$ cat config.mk
export PLATFORM = sky130hd
export DESIGN_NAME = fetch_stage_flat
export DESIGN_NICKNAME = d
export VERILOG_FILES = /design/src/rtl/fetch_stage_if.sv /design/src/rtl/fetch_stage.sv /design/src/flat_wrapper.sv
export SDC_FILE = /design/constraint.sdc
export NUM_CORES = 1
export LEC_CHECK = 0
export ABC_AREA = 1
export BUFFER_PORTS_ARGS = -buffer_cell sky130_fd_sc_hd__buf_2
export CAP_MARGIN = 0
export CORE_MARGIN = 1.5
export CORE_UTILIZATION = 55
export DETAILED_ROUTE_END_ITERATION = 16
export PLACE_DENSITY = 0.91
export SETUP_SLACK_MARGIN = 0.05
export SLEW_MARGIN = 20
export SYNTH_ARGS = -nofsm -noshare
export SYNTH_HDL_FRONTEND = slang
export SYNTH_SLANG_ARGS = --single-unit
$ cat constraint.sdc
create_clock -name clk_i -period 3.8 [get_ports clk_i]
set_input_delay 0.38 -clock clk_i [delete_from_list [all_inputs] [get_ports clk_i]]
set_output_delay 0.38 -clock clk_i [all_outputs]
set_load 0.05 [all_outputs]
$ cat src/rtl/fetch_stage_if.sv
// Fetch-stage bundle: instruction-reader port, pipeline control inputs, IF/ID register and status outputs.
// master is the fetch stage itself; slave is the reader/decode/control environment around it.
interface fetch_stage_if #(
  parameter int PC_SIZE    = 32,
  parameter int INSTR_SIZE = 32,
  parameter int COUNT_SIZE = 32
);
  logic [PC_SIZE-1:0]    pc_o;
  logic [INSTR_SIZE-1:0] instr_i;
  logic                  done_i;
  logic                  stall_i;
  logic                  flush_i;
  logic                  redirect_valid_i;
  logic [PC_SIZE-1:0]    redirect_pc_i;
  logic                  if_id_valid_o;
  logic [INSTR_SIZE-1:0] if_id_instr_o;
  logic [PC_SIZE-1:0]    if_id_pc_o;
  logic [PC_SIZE-1:0]    if_id_pc_plus4_o;
  logic                  halted_o;
  logic                  misalign_o;
  logic [COUNT_SIZE-1:0] fetch_count_o;

  modport master (
    output pc_o,
    input  instr_i, done_i, stall_i, flush_i, redirect_valid_i, redirect_pc_i,
    output if_id_valid_o, if_id_instr_o, if_id_pc_o, if_id_pc_plus4_o,
    output halted_o, misalign_o, fetch_count_o
  );

  modport slave (
    input  pc_o,
    output instr_i, done_i, stall_i, flush_i, redirect_valid_i, redirect_pc_i,
    input  if_id_valid_o, if_id_instr_o, if_id_pc_o, if_id_pc_plus4_o,
    input  halted_o, misalign_o, fetch_count_o
  );
endinterface

$ cat src/rtl/fetch_stage.sv
// Fetch front-end: owns the PC, reads the combinational instruction reader and fills the IF/ID register.
// Priority per edge: reset > redirect > flush > stall > done > normal fetch.
module fetch_stage #(
  parameter int                     PC_SIZE    = 32,
  parameter int                     INSTR_SIZE = 32,
  parameter logic [PC_SIZE-1:0]     RESET_PC   = '0,
  parameter logic [INSTR_SIZE-1:0]  NOP_INSTR  = '0,
  parameter int                     COUNT_SIZE = 32
) (
  input logic           clk_i,
  input logic           rst_n_i,
  fetch_stage_if.master bus
);

  typedef enum logic {RUN, HALTED} state_e;

  state_e                state, state_next;
  logic [PC_SIZE-1:0]    pc, pc_next, pc_plus4;
  logic                  capture, invalidate;
  logic                  halted;
  logic                  if_id_valid;
  logic [INSTR_SIZE-1:0] if_id_instr;
  logic [PC_SIZE-1:0]    if_id_pc, if_id_pc_plus4;
  logic                  misalign;
  logic [COUNT_SIZE-1:0] fetch_count;

  assign pc_plus4 = pc + PC_SIZE'(4);

  // NOTE: sequential state uses non-blocking (<=) so every register samples pre-edge values;
  // combinational blocks use blocking (=) and assign a default first so no latch is inferred.
  always_ff @(posedge clk_i) begin
    if (!rst_n_i) state <= RUN;
    else          state <= state_next;
  end

  always_comb begin
    state_next = state;
    if (bus.redirect_valid_i)
      state_next = RUN;
    else if (state == RUN && !bus.flush_i && !bus.stall_i && bus.done_i)
      state_next = HALTED;
  end

  always_comb begin
    halted = (state == HALTED);
  end

  // PC and IF/ID control; HALTED swallows stall/flush/done so only a redirect can move the PC.
  always_comb begin
    pc_next    = pc;
    capture    = 1'b0;
    invalidate = 1'b0;
    if (bus.redirect_valid_i) begin
      pc_next    = {bus.redirect_pc_i[PC_SIZE-1:2], 2'b00};
      invalidate = 1'b1;
    end else if (state == HALTED) begin
      invalidate = 1'b1;
    end else if (bus.flush_i) begin
      invalidate = 1'b1;
      if (!bus.stall_i) pc_next = pc_plus4;
    end else if (bus.stall_i) begin
      pc_next = pc;
    end else if (bus.done_i) begin
      invalidate = 1'b1;
    end else begin
      capture = 1'b1;
      pc_next = pc_plus4;
    end
  end

  always_ff @(posedge clk_i) begin
    if (!rst_n_i) begin
      pc             <= RESET_PC;
      if_id_valid    <= 1'b0;
      if_id_instr    <= NOP_INSTR;
      if_id_pc       <= '0;
      if_id_pc_plus4 <= PC_SIZE'(4);
      misalign       <= 1'b0;
      fetch_count    <= '0;
    end else begin
      pc <= pc_next;
      if (capture) begin
        if_id_valid    <= 1'b1;
        if_id_instr    <= bus.instr_i;
        if_id_pc       <= pc;
        if_id_pc_plus4 <= pc_plus4;
        fetch_count    <= fetch_count + COUNT_SIZE'(1);
      end else if (invalidate) begin
        if_id_valid <= 1'b0;
        if_id_instr <= NOP_INSTR;
      end
      if (bus.redirect_valid_i && (bus.redirect_pc_i[1:0] != 2'b00))
        misalign <= 1'b1;
    end
  end

  assign bus.pc_o             = pc;
  assign bus.if_id_valid_o    = if_id_valid;
  assign bus.if_id_instr_o    = if_id_instr;
  assign bus.if_id_pc_o       = if_id_pc;
  assign bus.if_id_pc_plus4_o = if_id_pc_plus4;
  assign bus.halted_o         = halted;
  assign bus.misalign_o       = misalign;
  assign bus.fetch_count_o    = fetch_count;

endmodule
$ cat src/flat_wrapper.sv
// flat-port wrapper written by rule: the top's interface ports become plain ports
module fetch_stage_flat 
#(
  parameter int                     PC_SIZE    = 32,
  parameter int                     INSTR_SIZE = 32,
  parameter logic [PC_SIZE-1:0]     RESET_PC   = '0,
  parameter logic [INSTR_SIZE-1:0]  NOP_INSTR  = '0,
  parameter int                     COUNT_SIZE = 32
)
  (clk_i, rst_n_i, bus_pc_o, bus_instr_i, bus_done_i, bus_stall_i, bus_flush_i, bus_redirect_valid_i, bus_redirect_pc_i, bus_if_id_valid_o, bus_if_id_instr_o, bus_if_id_pc_o, bus_if_id_pc_plus4_o, bus_halted_o, bus_misalign_o, bus_fetch_count_o);
  fetch_stage_if #(.PC_SIZE(PC_SIZE), .INSTR_SIZE(INSTR_SIZE), .COUNT_SIZE(COUNT_SIZE)) bus_i ();
  input logic clk_i;
  input logic rst_n_i;
  output wire logic [$bits(bus_i.pc_o)-1:0] bus_pc_o;
  input wire logic [$bits(bus_i.instr_i)-1:0] bus_instr_i;
  input wire logic [$bits(bus_i.done_i)-1:0] bus_done_i;
  input wire logic [$bits(bus_i.stall_i)-1:0] bus_stall_i;
  input wire logic [$bits(bus_i.flush_i)-1:0] bus_flush_i;
  input wire logic [$bits(bus_i.redirect_valid_i)-1:0] bus_redirect_valid_i;
  input wire logic [$bits(bus_i.redirect_pc_i)-1:0] bus_redirect_pc_i;
  output wire logic [$bits(bus_i.if_id_valid_o)-1:0] bus_if_id_valid_o;
  output wire logic [$bits(bus_i.if_id_instr_o)-1:0] bus_if_id_instr_o;
  output wire logic [$bits(bus_i.if_id_pc_o)-1:0] bus_if_id_pc_o;
  output wire logic [$bits(bus_i.if_id_pc_plus4_o)-1:0] bus_if_id_pc_plus4_o;
  output wire logic [$bits(bus_i.halted_o)-1:0] bus_halted_o;
  output wire logic [$bits(bus_i.misalign_o)-1:0] bus_misalign_o;
  output wire logic [$bits(bus_i.fetch_count_o)-1:0] bus_fetch_count_o;
  assign bus_pc_o = bus_i.pc_o;
  assign bus_i.instr_i = bus_instr_i;
  assign bus_i.done_i = bus_done_i;
  assign bus_i.stall_i = bus_stall_i;
  assign bus_i.flush_i = bus_flush_i;
  assign bus_i.redirect_valid_i = bus_redirect_valid_i;
  assign bus_i.redirect_pc_i = bus_redirect_pc_i;
  assign bus_if_id_valid_o = bus_i.if_id_valid_o;
  assign bus_if_id_instr_o = bus_i.if_id_instr_o;
  assign bus_if_id_pc_o = bus_i.if_id_pc_o;
  assign bus_if_id_pc_plus4_o = bus_i.if_id_pc_plus4_o;
  assign bus_halted_o = bus_i.halted_o;
  assign bus_misalign_o = bus_i.misalign_o;
  assign bus_fetch_count_o = bus_i.fetch_count_o;
  fetch_stage #(.PC_SIZE(PC_SIZE), .INSTR_SIZE(INSTR_SIZE), .RESET_PC(RESET_PC), .NOP_INSTR(NOP_INSTR), .COUNT_SIZE(COUNT_SIZE)) u_core (.clk_i(clk_i), .rst_n_i(rst_n_i), .bus(bus_i));
endmodule
== Yosys cells after proc, flatten, opt, wreduce, memory -nomap -nowiden ==
Cells that the tools add are included.

* Bits in registers: 163
* Input port bits: 70
* Output and inout port bits: 163
* Logic and storage cells: 49

* Add/subtract/negate cells: 2
* Equal/unequal tests: 4
* Multiplexer cells: 20
* Bitwise gates (word level): 3
* Reductions and logical operators: 11

{| class="wikitable"
|+ Operators with widths
! kind !! count
|-
| 32-bit 2-to-1 mux || 8
|-
| 32-bit by 1-bit adder with 32-bit output, second input constant || 1
|-
| 32-bit by 3-bit adder with 32-bit output, second input constant || 1
|-
| 1-bit 2-to-1 mux || 12
|-
| 3-bit AND reduction || 2
|-
| 1-bit logical AND || 4
|-
| 2-bit by 1-bit != test with 1-bit output, second input constant || 2
|-
| 2-bit nonzero test || 2
|-
| 3-bit by 1-bit != test with 1-bit output, second input constant || 1
|-
| 1-bit NOT || 3
|-
| 1-bit logical NOT || 2
|-
| 2-bit != test, second input constant || 1
|-
| 2-bit OR reduction || 1
|}

== Longest topological paths before layout ==
Gate-level depths: netlist (run 1).

* Depth in word-level cells: 7
* Mapped depth: 10

== Worst setup path before layout (run 1) ==
No wires, ideal clock.

* Path type: reg2reg
* From: reg u_core.pc[3] (netlist: u_core.bus.pc_o[3])
* To: reg u_core.if_id_pc_plus4[26] (netlist: u_core.bus.if_id_pc_plus4_o[26])
* Setup time: 0.114 ns
* Arrival time: 1.774 ns
* Data required time: 3.686 ns
* Setup slack: 1.913 ns
* Cell stages (with the launch flop): 11
* Period minus slack after synthesis: 1.887 ns
* Path through: dfxtp_1 ha_1 nand2_2 nor2_4 nand2_4 nor2_4 nand2_1 nand2_1 nand2_1 o21bai_1 inv_1

* Word-level cells in the longest chain between the ends: 1

{| class="wikitable"
|+ Ends and longest elaborated chain
! what !! line !! source
|-
| from (decl) || fetch_stage.sv:18 || <nowiki>logic [PC_SIZE-1:0] pc, pc_next, pc_plus4;</nowiki>
|-
| from (signal assigned) || fetch_stage.sv:81 || <nowiki>pc <= pc_next;</nowiki>
|-
| 32-bit by 3-bit adder with 32-bit output || fetch_stage.sv:27 || <nowiki>assign pc_plus4 = pc + PC_SIZE'(4);</nowiki>
|-
| to (signal assigned) || fetch_stage.sv:86 || <nowiki>if_id_pc_plus4 <= pc_plus4;</nowiki>
|-
| to (decl) || fetch_stage.sv:23 || <nowiki>logic [PC_SIZE-1:0] if_id_pc, if_id_pc_plus4;</nowiki>
|}

No other way between the ends.
A chain may end at the register's enable or synchronous reset.

== Worst setup path after layout (run 1) ==
* From: reg u_core.state (netlist: u_core.bus.halted_o)
* To: reg u_core.fetch_count[22] (netlist: u_core.bus.fetch_count_o[22])

* Word-level cells in the longest chain between the ends: 2

{| class="wikitable"
|+ Ends and longest elaborated chain
! what !! line !! source
|-
| from (decl) || fetch_stage.sv:17 || <nowiki>state_e state, state_next;</nowiki>
|-
| from (signal assigned) || fetch_stage.sv:33 || <nowiki>else state <= state_next;</nowiki>
|-
| 1-bit 2-to-1 mux || fetch_stage.sv:56 || <nowiki>end else if (state == HALTED) begin</nowiki>
|-
| 1-bit 2-to-1 mux || fetch_stage.sv:53 || <nowiki>if (bus.redirect_valid_i) begin</nowiki>
|-
| to (signal assigned) || fetch_stage.sv:87 || <nowiki>fetch_count <= fetch_count + COUNT_SIZE'(1);</nowiki>
|-
| to (decl) || fetch_stage.sv:25 || <nowiki>logic [COUNT_SIZE-1:0] fetch_count;</nowiki>
|}

No other way between the ends.

==> summary.md, run 1 <==
| Metric | Value |
|---|---|
| Largest stage delay on the critical path | 370 ps |
| # fillers | 1094 |
| Worst slew pin tran | 764 ps |
| IO Pins | 233 |
| CTS HTree Levels | 4 |
| GR Layer Usage met1 | 36.6% |
| Area taken by multi-input logic gates | 3580 um^2 |
| Critical path class | register to register |
| Resize count post-CTS | 0 |
| Antenna diodes | 0 |
| Clk buf depth | 2 |
| Seq/Total Area, Yosys | 42.5% |
| Clk sinks | 157 |
| Postcts setup bufs | 0 |
| Leak | 4.36 nW |
| Die Y-Extent | 119 um |
| Worst Path Arrival | 2160 ps |
| PD cells | 427 nW/um^2 |
| GRT Total Usage | 30.2% |
| Worst clock skew | 7.50 ps |
| Vias in the first global route | 7237 |
| Overall power | 0.00392 W |
| CTS tree | yes |
| Unrepaired setup endpoints after global routing | false |
| Synth Area in Simple Gates | 30.4% |
| Die X | 119 um |
| Commonest cells after routing, fill and taps aside | nand2_1, buf_2, dfxtp_1 |
| Async SR Flop Fraction | 0% |
| Met3 Track Usage GR | 7.14% |
| FMAX | 0.543 GHz |
| Clock Latency Late Sink | 420 ps |
| Synth area leaders | dfxtp_1, nand2_1, a21oi_1 |
| Initial core utilization | 56.1% |
| Final period utilization | 48.5% |
| CP max FO | 15 |
| Crit-path cells | nor2_2 > nand3_2 > nor2_4 > and2_1 > nand2_1 > o21ai_1 > nor2_1 |
| Maximum vdd ir drop | 0.341 mV |
| Multiplexer share of the synthesized area | 0% |
| Synth Area in Compound Gates | 14.6% |
| Clock root buffer | clkbuf_16 |
| Drt via density | 5.30 |
| Max-slew violations | 0 |
| Required time worst endpoint | 4120 ps |
| Post-Route WL | 21300 um |
| Non-filler cells, final | 1459 |
| # rows | 42 |
| Crit-path slowest cell | nor2_4 |
| Avg Cell Area, Syn | 6.93 um^2 |
| EDFF count, synth | 0 |
| DR iter-0 viols | 684 |
| Max-Cap Viols | 0 |
| Largest family of logic cells by synthesized area | simple AND/OR/NAND/NOR gates |
| Commonest non-fill, non-tap cell in the layout | nand2_1 |
| GP Congestion | 0.942 |
| Synth Register Bits | 157 |
| Clock transition at path regs | 60 ps |
| Port-buffer cells | 226 |
| FF+latch area | 3140 um^2 |
| Nets | 1344 |
| Top-area cell type share of the netlist area | 42.5% |
| Total CTS buffers | 17 |
| Post-DR wirelength/cell | 14.6 um |
| Drt first pass iters | 9 |
| Crit path capture type | register |
| DR vias | 7737 |
| Synth warn | 0 |
| Mapped Cells | 1067 |
| Area delta synth->final | 24.1% |
| Synth Area in XOR/XNOR | 2.71% |
| Startpoint types | register |
| Synth Flop Type | dfxtp_1 |
| Drt drc | 0 |
| Run status | finished clean |
| Final ANT Viol Nets | 0 |
| TNS Setup | 0 ps |
| Post-DP HPWL | 14700 um |
| Grt met2 use | 49.9% |
| Count of different cell masters after synthesis | 36 |
| Die Area | 14200 um^2 |
| Worst hold-check path type | primary input to register |
| Synth area leader | dfxtp_1 |
| Most Crowded Layer GR | met2 |
| Setup slack, reg-to-reg | 1960 ps |
| Largest net degree at the start of global routing | 116 |
| Fraction of layout cells with a size suffix above 1 | 24.0% |
| Post-CTS Hold Buffers | 0 |
| Final number of setup-violating endpoints | 0 |
| First-pass GRT wire length | 34500 um |
| Antenna violations before repair | 0 |
| Final hold vios | 0 |
| Slew HR | 49.0% |
| GR Overflow Total | 0 |
| Post-synthesis adder-cell area fraction | 0.338% |
| Synthesized area | 7400 um^2 |
| Core area | 13200 um^2 |
| Placed cell count | 1429 |
| Final min period | 1840 ps |
## per-layer routing
layer	share of wire, %	up-vias	wire, um
met5	0	-	0
met4	4.1	0	866
met3	7.9	76	1680
met2	48	409	10200
met1	40	3509	8610
li1	-	3743	-
## state kept, by name, indices dropped and copies added (netlist names)
| signal | count |
|---|---|
| u_core.bus.if_id_pc_plus4_o | 30 |
| u_core.bus.fetch_count_o | 32 |
| u_core.bus.if_id_pc_o | 30 |
| u_core.bus.if_id_instr_o | 32 |
| u_core.bus.halted_o | 1 |
| u_core.bus.if_id_valid_o | 1 |
| u_core.bus.pc_o | 30 |
| u_core.bus.misalign_o | 1 |
## path summary, 6_finish.rpt
check                             start                      endpoint  cells past startpoint
setup reg to reg    u_core.bus.halted_o  u_core.bus.fetch_count_o[22]                      7
hold / removal          bus_instr_i[16]  u_core.bus.if_id_instr_o[16]                      3
setup / recovery    u_core.bus.halted_o  u_core.bus.fetch_count_o[22]                      7
hold reg to reg   u_core.bus.misalign_o         u_core.bus.misalign_o                      2
## critical path, delay by kind of cell, from the launching register on
kind / cells / cell delay (ps)
DFF: 1 / 360
AOI/OAI and AO/OA: 1 / 140
and+or+nand+nor: 6 / 1240
## kinds of logic (layout without fill, tap and decap cells)
kind of cell,after synthesis,in the layout
DFF,157,157
xor gates and xnor gates,22,22
AOI/OAI and AO/OA,201,201
adders and majority gates,2,2
and+or+nand+nor,518,518
buffers and inverters,166,377
other,1,6
## stage by stage
stage	hold WS, ps	instance area, um^2	util, %	setup slack [ps]
after floorplan	527	7410	-	1910
after global placement	435	8570	65.0	1680
after detailed placement	440	8570	65.0	1620
after CTS	196	9180	69.6	1980
after global routing	203	9180	69.6	1830
final	205	9180	69.6	1960
## layout make-up
cell class,count,share of cell area [%]
multi-input cells,749,39.0
flip-flops and latches,157,34.3
repair buffers,233,13.0
clock buffers,21,5.13
inverters,114,4.68
well taps,176,2.40
clock inverters,9,1.47
## cells in the mapped netlist, types with 12 or more instances
cell type / number
o21ai_0: 63
nor2_2: 12
nand3_1: 33
buf_2: 17
xor2_1: 15
clkbuf_1: 22
nor2_1: 88
a21oi_1: 100
nand2_1: 339
inv_1: 110
dfxtp_1: 157
o21bai_1: 21
## power breakdown
part	total [W]	internal, W	leakage (nW)	switching, W
sequential	0.00173	0.00169	1.27	0.0000465
clock	0.00176	0.00108	0.288	0.000676
combinational	0.000426	0.000106	2.80	0.000320
total	0.00392	0.00288	4.36	0.00104
(Power assumes the default switching activity.)
==> run 2, diff against run 1 <==
CORE_UTILIZATION = 51   (was 55)
PLACE_DENSITY = 0.86   (was 0.91)
clock period = 1.9 ns   (was 3.8 ns; I/O delays follow)
==> run 2 against run 1 <==
Flip-flop and latch count unchanged; worst hold slack worse by 190 ps; cell count grew 1.2%; highest routed layer unchanged; sequential share of layout area down 0.54 points; maximum frequency increased by 4.8%; register-to-register slack worse by 1800 ps; first-iteration DRC count increased by 0.73%; combinational power grew 110%; largest cell class unchanged; die area up 7.6%; clock skew rose by 0.72 ps.
==> summary.md, run 2 (synthesis results as in run 1) <==
| Metric | Value |
|---|---|
| Leak | 4.45 nW (was 4.36 nW) |
| # rows | 43 (was 42) |
| Max-Cap Viols | 0 (unchanged) |
| Largest net degree at the start of global routing | 84 (was 116) |
| Clk buf depth | 2 (unchanged) |
| Antenna diodes | 0 (unchanged) |
| Placed inst area | 8690 um^2 (was 8570 um^2) |
| DR vias | 7633 (was 7737) |
| Finished Cell Area | 9340 um^2 (was 9180 um^2) |
| GRT Total Usage | 28.9% (was 30.2%) |
| Nets | 1356 (was 1344) |
| Clock transition at path regs | 60 ps (about the same) |
| Post-CTS Hold Buffers | 0 (unchanged) |
| Core area | 14000 um^2 (was 13200 um^2) |
| Drt via density | 5.17 (was 5.30) |
| Die Y-Extent | 123 um (was 119 um) |
| Max-slew violations | 0 (unchanged) |
| Worst Path Arrival | 2110 ps (was 2160 ps) |
| CP max FO | 5 (was 15) |
| Crit path capture type | register (unchanged) |
| Area delta synth->final | 26.3% (was 24.1%) |
| Post-Route WL | 21800 um (was 21300 um) |
| Die X | 123 um (was 119 um) |
| Final ANT Viol Nets | 0 (unchanged) |
| Final min period | 1760 ps (was 1840 ps) |
| Final hold vios | 0 (unchanged) |
| Antenna violations before repair | 0 (unchanged) |
| Run status | finished clean (unchanged) |
| Initial core utilization | 52.7% (was 56.1%) |
| Port-buffer cells | 226 (unchanged) |
| Post-DR wirelength/cell | 14.8 um (was 14.6 um) |
| Maximum vdd ir drop | 0.595 mV (was 0.341 mV) |
| IO Pins | 233 (unchanged) |
| Vias in the first global route | 7023 (was 7237) |
| Worst clock skew | 8.23 ps (was 7.50 ps) |
| Required time worst endpoint | 2250 ps (was 4120 ps) |
| Postcts setup bufs | 0 (unchanged) |
| CTS tree | yes (unchanged) |
| GP Congestion | 0.906 (was 0.942) |
| Total CTS buffers | 17 (unchanged) |
| CTS HTree Levels | 4 (unchanged) |
| Commonest cells after routing, fill and taps aside | nand2_1, buf_2, dfxtp_1 (unchanged) |
| TNS Setup | 0 ps (unchanged) |
| Drt drc | 0 (unchanged) |
| Clock Latency Late Sink | 430 ps (was 420 ps) |
| Drt first pass iters | 7 (was 9) |
| Die Area | 15200 um^2 (was 14200 um^2) |
| Worst hold-check path type | primary input to register (unchanged) |
| GR Overflow Total | 0 (unchanged) |
| FMAX | 0.569 GHz (was 0.543 GHz) |
| Resize count post-CTS | 0 (unchanged) |
| First-pass GRT wire length | 34200 um (was 34500 um) |
| Final number of setup-violating endpoints | 0 (unchanged) |
| Final period utilization | 92.5% (was 48.5%) |
| Startpoint types | register (unchanged) |
| Critical path class | register to register (unchanged) |
| Clock root buffer | clkbuf_16 (unchanged) |
| Post-DP HPWL | 15500 um (was 14700 um) |
| PD cells | 863 nW/um^2 (was 427 nW/um^2) |
| Commonest non-fill, non-tap cell in the layout | nand2_1 (unchanged) |
| Unrepaired setup endpoints after global routing | false (unchanged) |
| Fraction of layout cells with a size suffix above 1 | 25.1% (was 24.0%) |
| # fillers | 1229 (was 1094) |
| Clk sinks | 157 (unchanged) |
| Core Util, Final | 66.5% (was 69.6%) |
| DR iter-0 viols | 689 (was 684) |
## run 2: worst paths after layout
check / end / slack [ps] / depth (start not counted) / startpoint
max: u_core.bus.pc_o[16] / 140 / 8 / u_core.bus.pc_o[2]
min: u_core.bus.if_id_instr_o[13] / 10 / 3 / bus_instr_i[13]
max reg2reg: u_core.bus.pc_o[16] / 140 / 8 / u_core.bus.pc_o[2]
min reg2reg: u_core.bus.misalign_o / 450 / 2 / u_core.bus.misalign_o
## run 2: final cells by class
cell class                 instances  area (um^2)  share of cell area (%)
sequential                       157         3150                    33.7
multi-input combinational        749         3580                    38.4
clock inverter                    11          189                    2.02
inverter                         114          429                    4.60
tap                              180          225                    2.41
timing repair buffer             245         1310                    14.0
clock buffer                      21          450                    4.82
## run 2: power breakdown
| group | total [W] | switching (W) | internal (W) |
|---|---|---|---|
| clock network | 0.00371 | 0.00135 | 0.00236 |
| registers | 0.00346 | 0.0000821 | 0.00338 |
| logic | 0.000889 | 0.000656 | 0.000232 |
## run 2: per-layer routing
metal  track usage (%)  part of all wire, %  wire length [um]  vias to the layer above
li1                  -                    -                 -                     3779
met1              36.2                   41              9060                     3454
met2              48.0                   48             10400                      360
met3              6.87                  8.6              1880                       40
met4              11.3                  2.2               476                        0
met5                 0                    0                 0                        -
## run 2: metrics by stage
stage	worst slack (ps)	power [W]	std cells	hold WS, ps
2_1_floorplan	146	0.00413	1072	337
3_3_place_gp	268	0.00440	1445	435
3_5_place_dp	220	0.00441	1445	445
4_1_cts	193	0.00808	1477	2.90
5_1_grt	50.4	0.00830	1477	12.6
6_report	142	0.00806	1477	12.7
## run 2: worst max-delay path, cell delays in order, from the launching register on
cell and delay, ps:
dfxtp_2 390, ha_1 220, nand2_2 80, nor2_4 160, nand2_2 100, nor2_2 260, xor2_1 240, nand2_1 80
a21oi_1 150
==> run 3, diff against run 2 <==
CORE_MARGIN = unset   (was 1.5)
==> run 3 against run 2 <==
Highest routed layer unchanged; critical path depth decreased by 1; flip-flop and latch count unchanged; die area decreased by 1.6%; via count increased by 1.4%; routed wire length decreased by 0.53%; register-to-register slack improved by 80 ps; clock skew decreased by 1.4 ps; combinational power about the same; power decreased by 5.0%; clock power decreased by 11%.
==> summary.md, run 3 (synthesis results as in run 1) <==
| Metric | Value |
|---|---|
| WHS | 15.3 ps (was 12.7 ps) |
| Maximum vdd ir drop | 0.607 mV (was 0.595 mV) |
| Antenna diodes | 0 (unchanged) |
| Antenna violations before repair | 0 (unchanged) |
| Post-DR wirelength/cell | 14.7 um (was 14.8 um) |
| First-pass GRT wire length | 34200 um (about the same) |
| Initial core utilization | 52.9% (was 52.7%) |
| Drt first pass iters | 5 (was 7) |
| Slew HR | 60.8% |
| FMAX | 0.595 GHz (was 0.569 GHz) |
| GP Congestion | 0.966 (was 0.906) |
| Worst hold-check path type | primary input to register (unchanged) |
| Drt via density | 5.25 (was 5.17) |
| Max-slew violations | 0 (unchanged) |
| Unrepaired setup endpoints after global routing | false (unchanged) |
| Core area | 14000 um^2 (about the same) |
| Worst Path Arrival | 2030 ps (was 2110 ps) |
| GR Overflow Total | 0 (unchanged) |
| Resize count post-CTS | 0 (unchanged) |
| Leak | 4.42 nW (was 4.45 nW) |
| IO Pins | 233 (unchanged) |
| Clock transition at path regs | 60 ps (about the same) |
| Commonest cells after routing, fill and taps aside | nand2_1, buf_2, dfxtp_1 (unchanged) |
| Commonest non-fill, non-tap cell in the layout | nand2_1 (unchanged) |
| Postcts setup bufs | 0 (unchanged) |
| Final period utilization | 88.4% (was 92.5%) |
| Final min period | 1680 ps (was 1760 ps) |
| Die X | 122 um (was 123 um) |
| Final number of setup-violating endpoints | 0 (unchanged) |
| Final hold vios | 0 (unchanged) |
| Die Area | 15000 um^2 (was 15200 um^2) |
| DR iter-0 viols | 735 (was 689) |
| Clk buf depth | 2 (unchanged) |
| Total CTS buffers | 17 (unchanged) |
| CP max FO | 6 (was 5) |
| Worst clock skew | 6.82 ps (was 8.23 ps) |
| Max-Cap Viols | 0 (unchanged) |
| Required time worst endpoint | 2250 ps (about the same) |
| Post-Route WL | 21700 um (was 21800 um) |
| Clock Latency Late Sink | 420 ps (was 430 ps) |
| Post-DP HPWL | 15200 um (was 15500 um) |
| TNS Setup | 0 ps (unchanged) |
| Vias in the first global route | 7028 (was 7023) |
| Port-buffer cells | 226 (unchanged) |
| Crit path capture type | register (unchanged) |
| Nets | 1356 (unchanged) |
| Die Y-Extent | 122 um (was 123 um) |
| Worst slew pin tran | 587 ps |
| # rows | 43 (unchanged) |
| Post-CTS Hold Buffers | 0 (unchanged) |
| Core Util, Final | 66.2% (was 66.5%) |
| PD cells | 826 nW/um^2 (was 863 nW/um^2) |
| Clk sinks | 157 (unchanged) |
| CTS HTree Levels | 4 (unchanged) |
| Largest net degree at the start of global routing | 73 (was 84) |
| Final ANT Viol Nets | 0 (unchanged) |
| Overall power | 0.00765 W (was 0.00806 W) |
| Placed inst area | 8690 um^2 (about the same) |
| Finished Cell Area | 9260 um^2 (was 9340 um^2) |
| Drt drc | 0 (unchanged) |
| Startpoint types | register (unchanged) |
| Run status | finished clean (unchanged) |
| Fraction of layout cells with a size suffix above 1 | 24.6% (was 25.1%) |
| DR vias | 7741 (was 7633) |
| Critical path class | register to register (unchanged) |
| Clock root buffer | clkbuf_16 (unchanged) |
| CTS tree | yes (unchanged) |
| Area delta synth->final | 25.2% (was 26.3%) |
| GRT Total Usage | 29.2% (was 28.9%) |
==> run 3: report_power, final <==
group | leakage [nW] | internal (W) | switching [W]
clock network | 0.276 | 0.00202 | 0.00128
registers | 1.27 | 0.00338 | 0.0000844
logic | 2.87 | 0.000230 | 0.000657
==> run 3: final cells by class <==
cell class | instances | area (um^2)
Inverter | 114 | 428
Sequential cell | 157 | 3150
Clock inverter | 6 | 86.3
Fill cell | 1200 | 4730
Tap cell | 180 | 225
Multi-Input combinational cell | 749 | 3580
Timing Repair Buffer | 245 | 1310
Clock buffer | 24 | 482
==> run 3: critical path, stage by stage, from the launching register on <==
cell,delay (ps)
dfxtp_1,510
nand2_1,140
nor2_2,170
inv_1,90
nor2_4,160
xor2_1,320
nand2_1,100
a21oi_1,130
==> run 3: final timing paths <==
kind,to,cells past startpoint,startpoint,slack [ps]
hold reg to reg,u_core.bus.if_id_instr_o[29],2,u_core.bus.if_id_instr_o[29],460
hold / removal,u_core.bus.if_id_instr_o[11],3,bus_instr_i[11],20
setup / recovery,u_core.bus.pc_o[13],7,u_core.bus.pc_o[12],220
setup reg to reg,u_core.bus.pc_o[13],7,u_core.bus.pc_o[12],220
==> run 3: routing by layer <==
metal / GRT usage, % / vias up / wire length (um)
li1: - / 3778 / -
met1: 36.9 / 3542 / 8900
met2: 48.5 / 378 / 10400
met3: 6.51 / 43 / 1890
met4: 10.6 / 0 / 473
met5: 0 / - / 0
==> run 3: through the flow <==
stage	std cells	worst slack, ps
2_1_floorplan	1072	146
3_3_place_gp	1445	299
3_5_place_dp	1445	270
4_1_cts	1475	244
5_1_grt	1475	109
6_report	1475	221
